===== config.mk =====
export PLATFORM = sky130hd
export DESIGN_NAME = tone_arbiter
export DESIGN_NICKNAME = d
export VERILOG_FILES = /design/src/rtl/tone_arbiter.sv
export SDC_FILE = /design/constraint.sdc
export NUM_CORES = 1
export LEC_CHECK = 0
export BUFFER_PORTS_ARGS = -buffer_cell sky130_fd_sc_hd__clkbuf_2
export CORE_MARGIN = 4
export CORE_UTILIZATION = 45
export DETAILED_ROUTE_END_ITERATION = 12
export PLACE_DENSITY = 0.67
export SETUP_SLACK_MARGIN = 0.2
export SYNTH_ARGS = -nofsm -noshare
export SYNTH_HDL_FRONTEND = slang
export SYNTH_SLANG_ARGS = --single-unit

===== constraint.sdc =====
create_clock -name clk -period 4.8 [get_ports clk]
set_input_delay 1.2 -clock clk [delete_from_list [all_inputs] [get_ports clk]]
set_output_delay 1.2 -clock clk [all_outputs]
set_load 0.005 [all_outputs]

===== src/rtl/tone_arbiter.sv =====
// tone_arbiter: NUM_CH square-wave channels (level tone or retriggerable one-shot
// burst) with fixed-priority arbitration onto a single registered piezo pin.
module tone_arbiter #(
  parameter int NUM_CH   = 4,
  parameter int PERIOD_W = 20,
  parameter int DUR_W    = 24
) (
  input  logic                         clk,
  input  logic                         rst_n,
  input  logic [NUM_CH-1:0]            ch_en,
  input  logic [NUM_CH-1:0]            ch_trig,
  input  logic [NUM_CH-1:0]            ch_oneshot,
  input  logic [NUM_CH*PERIOD_W-1:0]   ch_period,
  input  logic [NUM_CH*3-1:0]          ch_duty,
  input  logic [NUM_CH*DUR_W-1:0]      ch_dur,
  input  logic                         mute,
  output logic                         piezo_out,
  output logic                         any_active,
  output logic [$clog2(NUM_CH)-1:0]    active_ch
);

  localparam int CH_W = $clog2(NUM_CH);
  localparam logic [PERIOD_W-1:0] PER_ZERO = {PERIOD_W{1'b0}};
  localparam logic [PERIOD_W-1:0] PER_ONE  = {{(PERIOD_W-1){1'b0}}, 1'b1};
  localparam logic [PERIOD_W-1:0] PER_TWO  = {{(PERIOD_W-2){1'b0}}, 2'b10};
  localparam logic [DUR_W-1:0]    DUR_ZERO = {DUR_W{1'b0}};
  localparam logic [DUR_W-1:0]    DUR_ONE  = {{(DUR_W-1){1'b0}}, 1'b1};

  logic [NUM_CH-1:0] act_r;
  logic [NUM_CH-1:0] act_nxt_s;
  logic [NUM_CH-1:0] wave_s;
  logic [CH_W-1:0]   win_s;
  logic              win_wave_s;

  for (genvar g = 0; g < NUM_CH; g++) begin : g_ch
    logic [PERIOD_W-1:0] period_s;
    logic [DUR_W-1:0]    dur_s;
    logic [2:0]          duty_s;
    logic [PERIOD_W-1:0] cnt_r, cnt_nxt_s;
    logic [PERIOD_W-1:0] p_lat_r, p_lat_nxt_s;
    logic [PERIOD_W-1:0] high_s;
    logic [DUR_W-1:0]    dur_cnt_r, dur_cnt_nxt_s;
    logic                act_s;
    logic                wrap_s;

    assign period_s = ch_period[g*PERIOD_W +: PERIOD_W];
    assign dur_s    = ch_dur[g*DUR_W +: DUR_W];
    assign duty_s   = ch_duty[g*3 +: 3];

    // Activity: level-held in tone mode, down-counting burst in one-shot mode.
    always_comb begin
      dur_cnt_nxt_s = DUR_ZERO;
      act_s         = 1'b0;
      if (ch_oneshot[g]) begin
        if (ch_trig[g] && (dur_s != DUR_ZERO)) begin
          dur_cnt_nxt_s = dur_s;
        end else if (dur_cnt_r != DUR_ZERO) begin
          dur_cnt_nxt_s = dur_cnt_r - DUR_ONE;
        end else begin
          dur_cnt_nxt_s = DUR_ZERO;
        end
        act_s = (dur_cnt_nxt_s != DUR_ZERO);
      end else begin
        dur_cnt_nxt_s = DUR_ZERO;
        act_s         = ch_en[g];
      end
    end

    assign act_nxt_s[g] = act_s;
    assign wrap_s = ({1'b0, cnt_r} + {1'b0, PER_ONE}) >= {1'b0, p_lat_r};

    // Phase counter; the period is only re-latched at start or at a wrap.
    always_comb begin
      cnt_nxt_s   = PER_ZERO;
      p_lat_nxt_s = p_lat_r;
      if (act_s) begin
        if (!act_r[g] || wrap_s) begin
          cnt_nxt_s   = PER_ZERO;
          p_lat_nxt_s = period_s;
        end else begin
          cnt_nxt_s   = cnt_r + PER_ONE;
          p_lat_nxt_s = p_lat_r;
        end
      end else begin
        cnt_nxt_s   = PER_ZERO;
        p_lat_nxt_s = p_lat_r;
      end
    end

    // Per-channel state registers.
    always_ff @(posedge clk or negedge rst_n) begin
      if (!rst_n) begin
        cnt_r     <= PER_ZERO;
        p_lat_r   <= PER_ZERO;
        dur_cnt_r <= DUR_ZERO;
      end else begin
        cnt_r     <= cnt_nxt_s;
        p_lat_r   <= p_lat_nxt_s;
        dur_cnt_r <= dur_cnt_nxt_s;
      end
    end

    // Duty code is applied live; a zero-length high time never drives high.
    assign high_s    = p_lat_r >> ({1'b0, duty_s} + 4'd1);
    assign wave_s[g] = act_r[g] && (p_lat_r >= PER_TWO) && (duty_s != 3'd7) &&
                       (cnt_r < high_s);
  end

  // Active flags for all channels.
  always_ff @(posedge clk or negedge rst_n) begin
    if (!rst_n) begin
      act_r <= {NUM_CH{1'b0}};
    end else begin
      act_r <= act_nxt_s;
    end
  end

  // Lowest-index active channel wins, even when its own wave is silent.
  always_comb begin
    win_s      = {CH_W{1'b0}};
    win_wave_s = 1'b0;
    for (int i = NUM_CH - 1; i >= 0; i--) begin
      if (act_r[i]) begin
        win_s      = CH_W'(i);
        win_wave_s = wave_s[i];
      end else begin
        win_s      = win_s;
        win_wave_s = win_wave_s;
      end
    end
  end

  // Registered pin and status outputs.
  always_ff @(posedge clk or negedge rst_n) begin
    if (!rst_n) begin
      piezo_out  <= 1'b0;
      any_active <= 1'b0;
      active_ch  <= {CH_W{1'b0}};
    end else begin
      piezo_out  <= win_wave_s & ~mute;
      any_active <= |act_r;
      active_ch  <= win_s;
    end
  end

endmodule


==> results of run 1 <==
## state kept, by name (all words and copies together), names as in the netlist
| name | count |
|---|---|
| act_r | 4 |
| any_active | 1 |
| g_ch.p_lat_r | 80 |
| g_ch.dur_cnt_r | 96 |
| active_ch | 2 |
| piezo_out | 1 |
| g_ch.cnt_r | 80 |
## cell families after synthesis
kind of cell,after synthesis,share of synthesized area
AOI/OAI and AO/OA,358,0.118
xor gates and xnor gates,148,0.0642
adders and majority gates,164,0.102
buffers and inverters,194,0.0381
DFF,264,0.327
muxes,204,0.126
and+or+nand+nor,844,0.225
## routing by layer
metal  up-vias  wire length (um)
met2       411             24200
li1       8311                 -
met4        12              1080
met1      8384             24300
met3        97              2990
met5         -                70
## how the worst max path moves through the flow
stage                         startpoint                  to  depth (start not counted)
floorplan                    ch_duty[10]           piezo_out                         15
global placement              ch_dur[51]  g_ch[2].p_lat_r[7]                         10
detailed placement            ch_dur[51]  g_ch[2].p_lat_r[5]                         10
CTS                 g_ch[2].dur_cnt_r[0]  g_ch[2].p_lat_r[5]                         11
global route        g_ch[0].dur_cnt_r[0]  g_ch[0].p_lat_r[7]                         11
finish              g_ch[2].dur_cnt_r[0]  g_ch[2].p_lat_r[5]                         11
## cell usage in the layout (no fill, tap or decap), types with 14 or more instances in the layout
cell       count
nor2_1       137
o21ai_0       56
a211oi_1      25
dfrtp_1      264
xnor2_1       80
o211ai_1      14
nand3_1       71
inv_1         98
nand2_1      148
nor3_1        84
mux4_2        27
or4_1         14
mux2i_1      112
clkbuf_2     205
and2_1        27
nor2b_1       95
a22o_1        20
a21oi_1       85
nand2b_1      21
clkbuf_16     31
mux2_2        45
ha_1         164
nor4_1        57
a22oi_1       47
nand4_1       43
and3_1        77
mux2_4        20
xor2_1        68
a21o_1        37
buf_4         26
or3_1         18
## power breakdown
group	switching [mW]	total, mW	internal [mW]
clock	0.983	2.48	1.50
sequential	0.414	2.90	2.49
combinational	1.16	2.22	1.07
## worst max-delay path, stage by stage, from the launching register on
cell	delay [ps]
dfrtp_1	470
inv_1	110
ha_1	220
or4b_2	700
nor3b_1	550
nand3_1	180
xnor2_1	200
o41a_1	460
nor4_2	270
a31oi_2	280
nand2b_4	400
mux2_4	340
## layout make-up
cell class,count,share of cell area
Clock buffer,42,0.0400
Tap cell,592,0.0323
Sequential cell,264,0.288
Timing Repair Buffer,233,0.0548
Multi-Input combinational cell,1718,0.560
Clock inverter,15,0.00754
Inverter,99,0.0162
Antenna cell,2,0.000219
==> metrics.sh, run 1 <==
FIRSTDRTPASSITERS=5
FINAL_PERIOD_MINUS_WORST_SETUP_SLACK_PS=4320
POWER.DENSITY_nW_PER_UM2=332
SLEW_VIOL_FINAL=0
FULL_DIE_AREA_UM2=48300
FINAL_CELLS=2965
YS_SEQ_ELEMENTS=264
FF2FF_SETUP_SLACK_PS=480
GRT_UTIL_MET3=0.0405
SYN-NUM-NETS=2543
RESULT_OF_THE_RUN='finished clean'
POST_DP_CELL_AREA_UM2=21800
DIE_H_UM=220
SEQUENTIAL_CELL_AREA_UM2=6610
MULTI_INPUT_AREA_UM2=12800
ASYNC_RESET_FF_FRAC=1.00
DP_SLACK_PS=124
CLKSINKCOUNT=264
CRIT_PATH_END_KIND='register'
FMAX_MHz=232
YOSYS.CELL_COUNT.TOP_TYPE='dfrtp_1'
FIN_CRIT_SH=0.899
HTREEDEPTH=1
CTS-ROOT-BUF='clkbuf_16'
AREA_GROWTH_PCT=13.4
WORST_CLOCK_SKEW_PS=15.2
SETUP_SLACK_PS=483
FINALSETUPVIOLCOUNT=0
HPWL_MM=40.6
TIMING.CRITICAL_PATH.ARRIVAL_PS=4780
VIAS=17200
DRCVIOLATIONCOUNT=0
DRT-VIAS-PER-INSTANCE=5.81
FINAL_WORST_HOLD_SLACK_PS=512
FINAL_AREA_UM2=22900
LARGEST_NET_DEGREE_AT_THE_START_OF_GLOBAL_ROUTING=113
LEAKAGEPOWER_nW=11.2
PLACE_CONGESTION=0.959
WHS_ENDPOINT='active_ch[1]'
POST-CTS-SETUP-BUFFERS=0
MIN-DELAY-START='act_r[1]'
WORST_R2R_ENDPOINT='g_ch[2].p_lat_r[5]'
INITIAL_ANTENNA_VIOLATION_COUNT=8
SYNTH_EDF_COUNT=0
IO-PIN-COUNT=207
RSZ_0062_RAISED_AFTER_GLOBAL_ROUTING='no'
SETUP_TOTAL_NEGATIVE_SLACK_PS=0
CLOCK_INSERTION_DELAY_WORST_SKEW_PS=590
REG2REG_DEPTH=11
SYNTH_FF_TYPE='dfrtp_1'
SYNTH_SEQ_AREA_SHARE=0.327
BUSIEST_LAYER='met2'
SYNTHDISTINCTLIBCELLS=72
GLOBALROUTETOTALUTIL=0.213
POST-LAYOUT-TOTAL-POWER_mW=7.60
FINAL_UTIL=0.517
CLKSLEWWORSTSETUPHOLDPATHS_PS=60
REGTOREGSTARTPOINT='g_ch[2].dur_cnt_r[0]'
PLACEMENT.IO_BUFFERS=206
WIRE_PER_INST_UM=17.7
SYNTH_AREA_LEADERS='dfrtp_1, ha_1, mux2i_1'
CRITICAL_PATH.STARTPOINT_TYPE='register'
NUMBER_OF_GLOBAL_ROUTE_VIAS_BEFORE_REPAIR=17000
SYNTHCELLS=2176
GLOBAL_ROUTE.OVERFLOW_TOTAL=0
CTS.REPAIR.RESIZED=0
MIN_DELAY_PATH_DEPTH=1
SYNTH.AVG_CELL_AREA_UM2=9.28
PLACE.DETAILED.INSTANCES=2906
FINAL_HOLD_VIOLATING_ENDPOINTS=0
COUNT_OF_ROUTING_VIOLATIONS_AFTER_THE_OPENING_DETAILED_ROUTE_ITERATION=1252
TIMING.MAX_CAP.VIOLATIONS=0
FIN_NETS=2714
YS_TOP_CELLS_BY_COUNT='dfrtp_1, ha_1, nand2_1'
WORST_PIN_SLEW_PS=996
WORST_SLEW_MARGIN_REL=0.333
MET2_TRACK_UTILIZATION_FROM_GLOBAL_ROUTING=0.342
HOLDCRITPATHCLASS='register to register'
CLOCK_PATH_BUFFERS=3
SYN-CELL-AREA_UM2=20200
CTS_BUFFERS=31
FP.COREAREA_UM2=44300
YS_WARN_COUNT=0
GLOBAL_ROUTE.USAGE.MET1=0.301
SYNTHDOMINANTAREACELLTYPE='dfrtp_1'
DETAIL_ROUTE.WIRELENGTH_MM=52.6
WIRE_LENGTH_OF_THE_FIRST_GLOBAL_ROUTING_PASS_MM=86.4
NETLIST.AREA_LEADER.SHARE=0.327
CTS_HOLD_BUF=0
WORST-SETUP-PATH-TYPE='register to register'
TRITONCTS='yes'
INITIAL_CORE_UTIL=0.456
DIE_WIDTH_UM=220
CRITPATHMAXFANOUT=20
CRIT_REQUIRED_PS=5270
VDD_IR_DROP_MAX_mV=0.323
LAYOUT.FILLER_CELLS=4168
POSTROUTEANTENNANETS=0
ROWS=77
DRIVE_ABOVE_1_SHARE=0.171
(Power assumes the default switching activity.)
==> run 2, diff against run 1 <==
==> constraint.sdc (replaced) <==
create_clock -name clk -period 4.8 [get_ports clk]
set_input_delay 0.24 -clock clk [delete_from_list [all_inputs] [get_ports clk]]
set_output_delay 0.24 -clock clk [all_outputs]
set_load 0.005 [all_outputs]
==> run 2 against run 1 <==
Total power is 3.3% higher. Register-to-register slack better by 110 ps. Worst hold slack worse by 480 ps. Critical path depth stayed put. Final cell count is 3.5% higher. Largest cell class unchanged. Clock-buffer cell count is 6 higher. Flip-flop and latch count stayed put. Clock power is 7% higher. Combinational power is 4% higher. Maximum frequency is 2.5% higher. Die area stayed put.
==> metrics.sh, run 2 (synthesized netlist as in run 1, its figures left out) <==
WORST_SLEW_MARGIN_REL=0.198  # -0.135
CP_CELL_SEQUENCE='inv_1 > ha_1 > or4b_2 > nor3b_1 > nand3_1 > xnor2_1 > o41a_1 > nor4_2 > a31oi_2 > nand2b_4 > mux2_4'
RESULT_OF_THE_RUN='finished clean'
IO-PIN-COUNT=207  # unchanged
DRT-VIAS-PER-INSTANCE=5.74  # -1.1%
FINAL_UTIL=0.541  # +0.0246
CRIT_REQUIRED_PS=5210  # -60 ps
FINAL_HOLD_VIOLATING_ENDPOINTS=0  # unchanged
LEAKAGEPOWER_nW=11.7  # +3.9%
CRITICAL_PATH.STARTPOINT_TYPE='register'
LAYOUT.FILLER_CELLS=4046  # -2.9%
SLEW_VIOL_FINAL=0  # unchanged
AREA_GROWTH_PCT=18.8
RSZ_0062_RAISED_AFTER_GLOBAL_ROUTING='no'
MIN_DELAY_PATH_DEPTH=3  # +2
VIAS=17600  # +2.4%
FULL_DIE_AREA_UM2=48300  # unchanged
HTREEDEPTH=2  # +1
FINAL_COMMON_CELL='dfrtp_1'
HOLDCRITPATHCLASS='input pin to register'
FIRSTDRTPASSITERS=5  # unchanged
DIE_WIDTH_UM=220  # unchanged
VDD_IR_DROP_MAX_mV=0.236  # -27%
INITIAL_CORE_UTIL=0.456  # unchanged
FP.COREAREA_UM2=44300  # unchanged
FIN_NETS=2817  # +3.8%
ROWS=77  # unchanged
LARGEST_NET_DEGREE_AT_THE_START_OF_GLOBAL_ROUTING=107  # -5.3%
CP.DEPTH=11  # unchanged
MOSTFREQUENTLAYOUTCELLS='dfrtp_1, clkbuf_2, ha_1'
POST-LAYOUT-TOTAL-POWER_mW=7.86  # +3.3%
SETUP_TOTAL_NEGATIVE_SLACK_PS=0  # unchanged
CPLARGESTDELAYFAMILY='simple AND/OR/NAND/NOR gates'
MAX_STAGE_DELAY_PS=690  # about the same
PLACEMENT.IO_BUFFERS=206  # unchanged
CRIT_SLOWEST_CELL='or4b_2'
LARGEST_REGISTERS='g_ch.dur_cnt_r x96, g_ch.cnt_r x80, g_ch.p_lat_r x80'
WORST_CLOCK_SKEW_PS=22.9  # +7.70 ps
CTS_BUFFERS=34  # +9.7%
DIE_H_UM=220  # unchanged
CRIT_BUF_INV=1  # unchanged
FINAL_PERIOD_MINUS_WORST_SETUP_SLACK_PS=4210  # -106 ps
PLACE_CONGESTION=0.931  # -2.9%
DRIVE_ABOVE_1_SHARE=0.160  # -0.0111
POSTROUTEANTENNANETS=0  # unchanged
CTS-ROOT-BUF='clkbuf_16'
CLKSINKCOUNT=264  # unchanged
COUNT_OF_ROUTING_VIOLATIONS_AFTER_THE_OPENING_DETAILED_ROUTE_ITERATION=1360  # +8.6%
DRCVIOLATIONCOUNT=0  # unchanged
CLKSLEWWORSTSETUPHOLDPATHS_PS=50  # about the same
FIN_CRIT_SH=0.877  # -0.0220
WORST-SETUP-PATH-TYPE='register to register'
CLOCK_INSERTION_DELAY_WORST_SKEW_PS=550  # -40 ps
TIMING.MAX_CAP.VIOLATIONS=0  # unchanged
WORST_PIN_SLEW_PS=1200  # +203 ps
WIRE_PER_INST_UM=17.8  # +0.26%
REG2REG_DEPTH=11  # unchanged
POWER.DENSITY_nW_PER_UM2=327  # -1.4%
TIMING.CRITICAL_PATH.ARRIVAL_PS=4620  # -160 ps
HPWL_MM=41.0  # +1.0%
FLIP_FLOP_COUNT_OF_THE_LARGEST_REGISTER_ALL_COPIES_AND_WORDS_ADDED=96  # unchanged
GLOBAL_ROUTE.OVERFLOW_TOTAL=0  # unchanged
FMAX_MHz=237  # +2.5%
WIRE_LENGTH_OF_THE_FIRST_GLOBAL_ROUTING_PASS_MM=90.2  # +4.4%
INITIAL_ANTENNA_VIOLATION_COUNT=8  # unchanged
CLOCK_PATH_BUFFERS=3  # unchanged
GLOBALROUTETOTALUTIL=0.225  # +0.0122
FINALSETUPVIOLCOUNT=0  # unchanged
DETAIL_ROUTE.WIRELENGTH_MM=54.6  # +3.8%
TRITONCTS='yes'
CRITPATHMAXFANOUT=20  # unchanged
LARGEST_REGISTER_BY_FLOP_COUNT='g_ch.dur_cnt_r'
POST-CTS-SETUP-BUFFERS=0  # unchanged
NUMBER_OF_GLOBAL_ROUTE_VIAS_BEFORE_REPAIR=17700  # +4.4%
CRIT_PATH_END_KIND='register'
## run 2: per-stage QoR
stage          instances  setup slack [ps]  instance area (um2)  hold WS, ps
2_1_floorplan       2176              1290                20200        -55.6
3_3_place_gp        2900               696                21800          361
4_1_cts             3065               579                24000        0.632
6_report            3070               589                24000         30.4
3_5_place_dp        2900               609                21800          358
5_1_grt             3068               354                24000         15.8
## run 2: per-layer routing
layer	up-vias	routed length, um	GRT usage
li1	8517	-	-
met1	8499	24700	0.310
met2	505	25400	0.365
met3	108	2800	0.0330
met4	6	1650	0.0777
met5	-	41	0
## run 2: worst paths after layout
check                                startpoint               endpoint  slack [ps]
setup / recovery           g_ch[2].dur_cnt_r[0]     g_ch[2].p_lat_r[9]         590
hold / removal                       ch_dur[85]  g_ch[3].dur_cnt_r[13]          30
setup reg to reg           g_ch[2].dur_cnt_r[0]     g_ch[2].p_lat_r[9]         590
hold reg to reg              g_ch[0].p_lat_r[0]     g_ch[0].p_lat_r[0]         510
max in group asynchronous                 rst_n   g_ch[0].dur_cnt_r[5]        3240
min in group asynchronous                 rst_n     g_ch[2].p_lat_r[3]         360
## run 2: power by group
group          total [mW]  switching, mW  internal [mW]  leakage (nW)
Combinational        2.30           1.18           1.12          7.69
Sequential           2.90          0.415           2.49          3.41
Clock                2.65           1.00           1.65         0.565
## run 2: worst reg2reg max path, cell delays in order (launching register included)
cell	delay (ps)
dfrtp_1	440
inv_1	110
ha_1	210
or4b_2	690
nor3b_1	530
nand3_1	170
xnor2_1	180
o41a_1	430
nor4_2	280
a31oi_2	280
nand2b_4	410
mux2_4	350
## run 2: final cells by class
cell class	count	area [um2]	share of cell area
diodes	5	12.5	0.000522
well taps	592	741	0.0309
repair buffers	333	2260	0.0942
multi-input cells	1718	12800	0.535
clock inverters	11	183	0.00761
clock buffers	48	985	0.0410
inverters	99	372	0.0155
flip-flops and latches	264	6610	0.275
## run 2: repair_timing
action | 4_1_cts | 5_1_grt
resized for setup | 0 | 0
hold buffers | 106 | 0
setup endpoints to repair | 0 | 0
endpoints found under the hold margin | 207 | 0
==> run 3, diff against run 2 <==
- CAP_MARGIN: default -> 15
- HOLD_SLACK_MARGIN: default -> 0.06
==> run 3 against run 2 <==
Core utilization is 1.3 points higher. Sequential share of layout area is 0.63 points lower. Largest power group unchanged. Maximum frequency hardly changed. Die area stayed put.
==> metrics.sh, run 3 (synthesized netlist as in run 1, its figures left out) <==
RESULT_OF_THE_RUN='finished clean'
TIMING.MAX_CAP.VIOLATIONS=0  # unchanged
CLKSINKCOUNT=264  # unchanged
LARGEST_NET_DEGREE_AT_THE_START_OF_GLOBAL_ROUTING=107  # unchanged
WORST-SETUP-PATH-TYPE='register to register'
CLKSLEWWORSTSETUPHOLDPATHS_PS=50  # about the same
AREA_GROWTH_PCT=21.6
PLACE.DETAILED.INSTANCES=2900  # unchanged
P_SW_FRAC=0.330  # -0.000736
CRIT_REQUIRED_PS=5210  # about the same
GLOBALROUTETOTALUTIL=0.229  # +0.00381
POSTROUTEANTENNANETS=0  # unchanged
CTS-ROOT-BUF='clkbuf_16'
PWR-SHARE-SEQ=0.368  # -0.002
WORST_SLEW_MARGIN_REL=0.419  # +0.221
GLOBAL_ROUTE.OVERFLOW_TOTAL=0  # unchanged
FINAL_CELLS=3125  # +1.8%
DIE_H_UM=220  # unchanged
CLKPWRFRAC=0.336  # -0.002
VDD_IR_DROP_MAX_mV=0.226  # -4.1%
CRITPATHMAXFANOUT=20  # unchanged
FINAL_UTIL=0.554  # +0.0127
CTS_BUFFERS=34  # unchanged
MAX_STAGE_DELAY_PS=690  # about the same
VIAS=18000  # +1.8%
LEAKAGEPOWER_nW=11.9  # +2.0%
HOLDCRITPATHCLASS='input pin to register'
FIN_NETS=2874  # +2.0%
WIRE_PER_INST_UM=17.7  # -0.58%
TRITONCTS='yes'
FMAX_MHz=237  # about the same
CRITICAL_PATH.STARTPOINT_TYPE='register'
FINAL_PERIOD_MINUS_WORST_SETUP_SLACK_PS=4210  # +2.15 ps
WIRE_LENGTH_OF_THE_FIRST_GLOBAL_ROUTING_PASS_MM=91.6  # +1.6%
SETUP_TOTAL_NEGATIVE_SLACK_PS=0  # unchanged
DIE_WIDTH_UM=220  # unchanged
CTS.REPAIR.RESIZED=0  # unchanged
IO-PIN-COUNT=207  # unchanged
HTREEDEPTH=2  # unchanged
MOSTFREQUENTLAYOUTCELLS='dfrtp_1, clkbuf_2, ha_1'
PLACE_CONGESTION=0.931  # unchanged
CLOCK_INSERTION_DELAY_WORST_SKEW_PS=550  # about the same
FULL_DIE_AREA_UM2=48300  # unchanged
COUNT_OF_ROUTING_VIOLATIONS_AFTER_THE_OPENING_DETAILED_ROUTE_ITERATION=1482  # +9.0%
DRT-VIAS-PER-INSTANCE=5.75  # about the same
CRIT_SLOWEST_CELL='or4b_2'
INITIAL_CORE_UTIL=0.456  # unchanged
FIRSTDRTPASSITERS=5  # unchanged
FLIP_FLOP_COUNT_OF_THE_LARGEST_REGISTER_ALL_COPIES_AND_WORDS_ADDED=96  # unchanged
P_SWITCHING_mW=2.60  # +0.24%
COMB_POWER_SHARE=0.296  # +0.003
HPWL_MM=41.0  # unchanged
FP.COREAREA_UM2=44300  # unchanged
CPLARGESTDELAYFAMILY='simple AND/OR/NAND/NOR gates'
FINALSETUPVIOLCOUNT=0  # unchanged
NUMBER_OF_GLOBAL_ROUTE_VIAS_BEFORE_REPAIR=18100  # +2.1%
POWER.DENSITY_nW_PER_UM2=321  # -1.8%
CLOCK_PATH_BUFFERS=3  # unchanged
LARGEST_REGISTERS='g_ch.dur_cnt_r x96, g_ch.cnt_r x80, g_ch.p_lat_r x80'
LARGEST_REGISTER_BY_FLOP_COUNT='g_ch.dur_cnt_r'
INITIAL_ANTENNA_VIOLATION_COUNT=6  # -2
ROWS=77  # unchanged
FINAL_COMMON_CELL='dfrtp_1'
WORST_CLOCK_SKEW_PS=22.3  # -0.556 ps
TIMING.CRITICAL_PATH.ARRIVAL_PS=4620  # about the same
RSZ_0062_RAISED_AFTER_GLOBAL_ROUTING='no'
FINAL_HOLD_VIOLATING_ENDPOINTS=0  # unchanged
WORST_PIN_SLEW_PS=872  # -328 ps
INTERNAL_POWER_mW=5.29  # +0.57%
CRIT_PATH_END_KIND='register'
DETAIL_ROUTE.WIRELENGTH_MM=55.3  # +1.2%
FINAL_WORST_HOLD_SLACK_PS=100  # +69.9 ps
POST-LAYOUT-TOTAL-POWER_mW=7.89  # +0.46%
DRIVE_ABOVE_1_SHARE=0.157  # -0.00320
CRIT_BUF_INV=1  # unchanged
PLACEMENT.IO_BUFFERS=206  # unchanged
FIN_CRIT_SH=0.878  # about the same
SLEW_VIOL_FINAL=0  # unchanged
CP_CELL_SEQUENCE='inv_1 > ha_1 > or4b_2 > nor3b_1 > nand3_1 > xnor2_1 > o41a_1 > nor4_2 > a31oi_2 > nand2b_4 > mux2_4'
DRCVIOLATIONCOUNT=0  # unchanged
-- run 3: worst paths after layout --
check,startpoint,endpoint,depth (start not counted),slack [ps]
min in group asynchronous,rst_n,g_ch[2].p_lat_r[3],2,360
max reg2reg,g_ch[2].dur_cnt_r[0],g_ch[2].p_lat_r[9],11,590
max,g_ch[2].dur_cnt_r[0],g_ch[2].p_lat_r[9],11,590
min reg2reg,g_ch[0].p_lat_r[0],g_ch[0].p_lat_r[0],1,510
min,ch_dur[18],g_ch[0].dur_cnt_r[18],4,100
max in group asynchronous,rst_n,g_ch[0].dur_cnt_r[5],3,3240
-- run 3: layout make-up --
cell class	instances	area (um2)
fillers	3978	19800
flip-flops and latches	264	6610
clock inverters	11	183
well taps	592	741
clock buffers	48	985
multi-input cells	1718	12800
repair buffers	390	2830
inverters	99	372
diodes	3	7.51
-- run 3: worst register-to-register path, cell delays in order (launching register included) --
cell and delay (ps):
dfrtp_1 430, inv_1 100, ha_1 210, or4b_2 690
nor3b_1 530, nand3_1 170, xnor2_1 180, o41a_1 430
nor4_2 290, a31oi_2 290, nand2b_4 410, mux2_4 350
-- run 3: metrics by stage --
stage               area [um2]  setup slack, ps
global placement         21800              696
CTS                      24500              579
detailed placement       21800              609
finish                   24600              587
global route             24600              354
floorplan                20200             1290
-- run 3: metal layers --
layer  track usage  wire [um]
met5             0         55
met3        0.0332       2860
met4        0.0819       1770
met1         0.312      24700
met2         0.374      25800
-- run 3: timing repair --
| item | CTS | global route |
|---|---|---|
| setup buffers | 0 | 0 |
| hold buffers | 162 | 0 |
| endpoints found under the hold margin | 263 | 0 |
-- run 3: power by group through the flow --
stage | combinational, mW | clock, mW | sequential [mW]
final | 2.34 | 2.65 | 2.90
after global routing | 2.63 | 2.82 | 2.95
after CTS | 2.33 | 2.73 | 2.89
after global placement | 2.13 | 0 | 2.92
after detailed placement | 2.20 | 0 | 2.93
after floorplan | 1.67 | 0 | 2.77
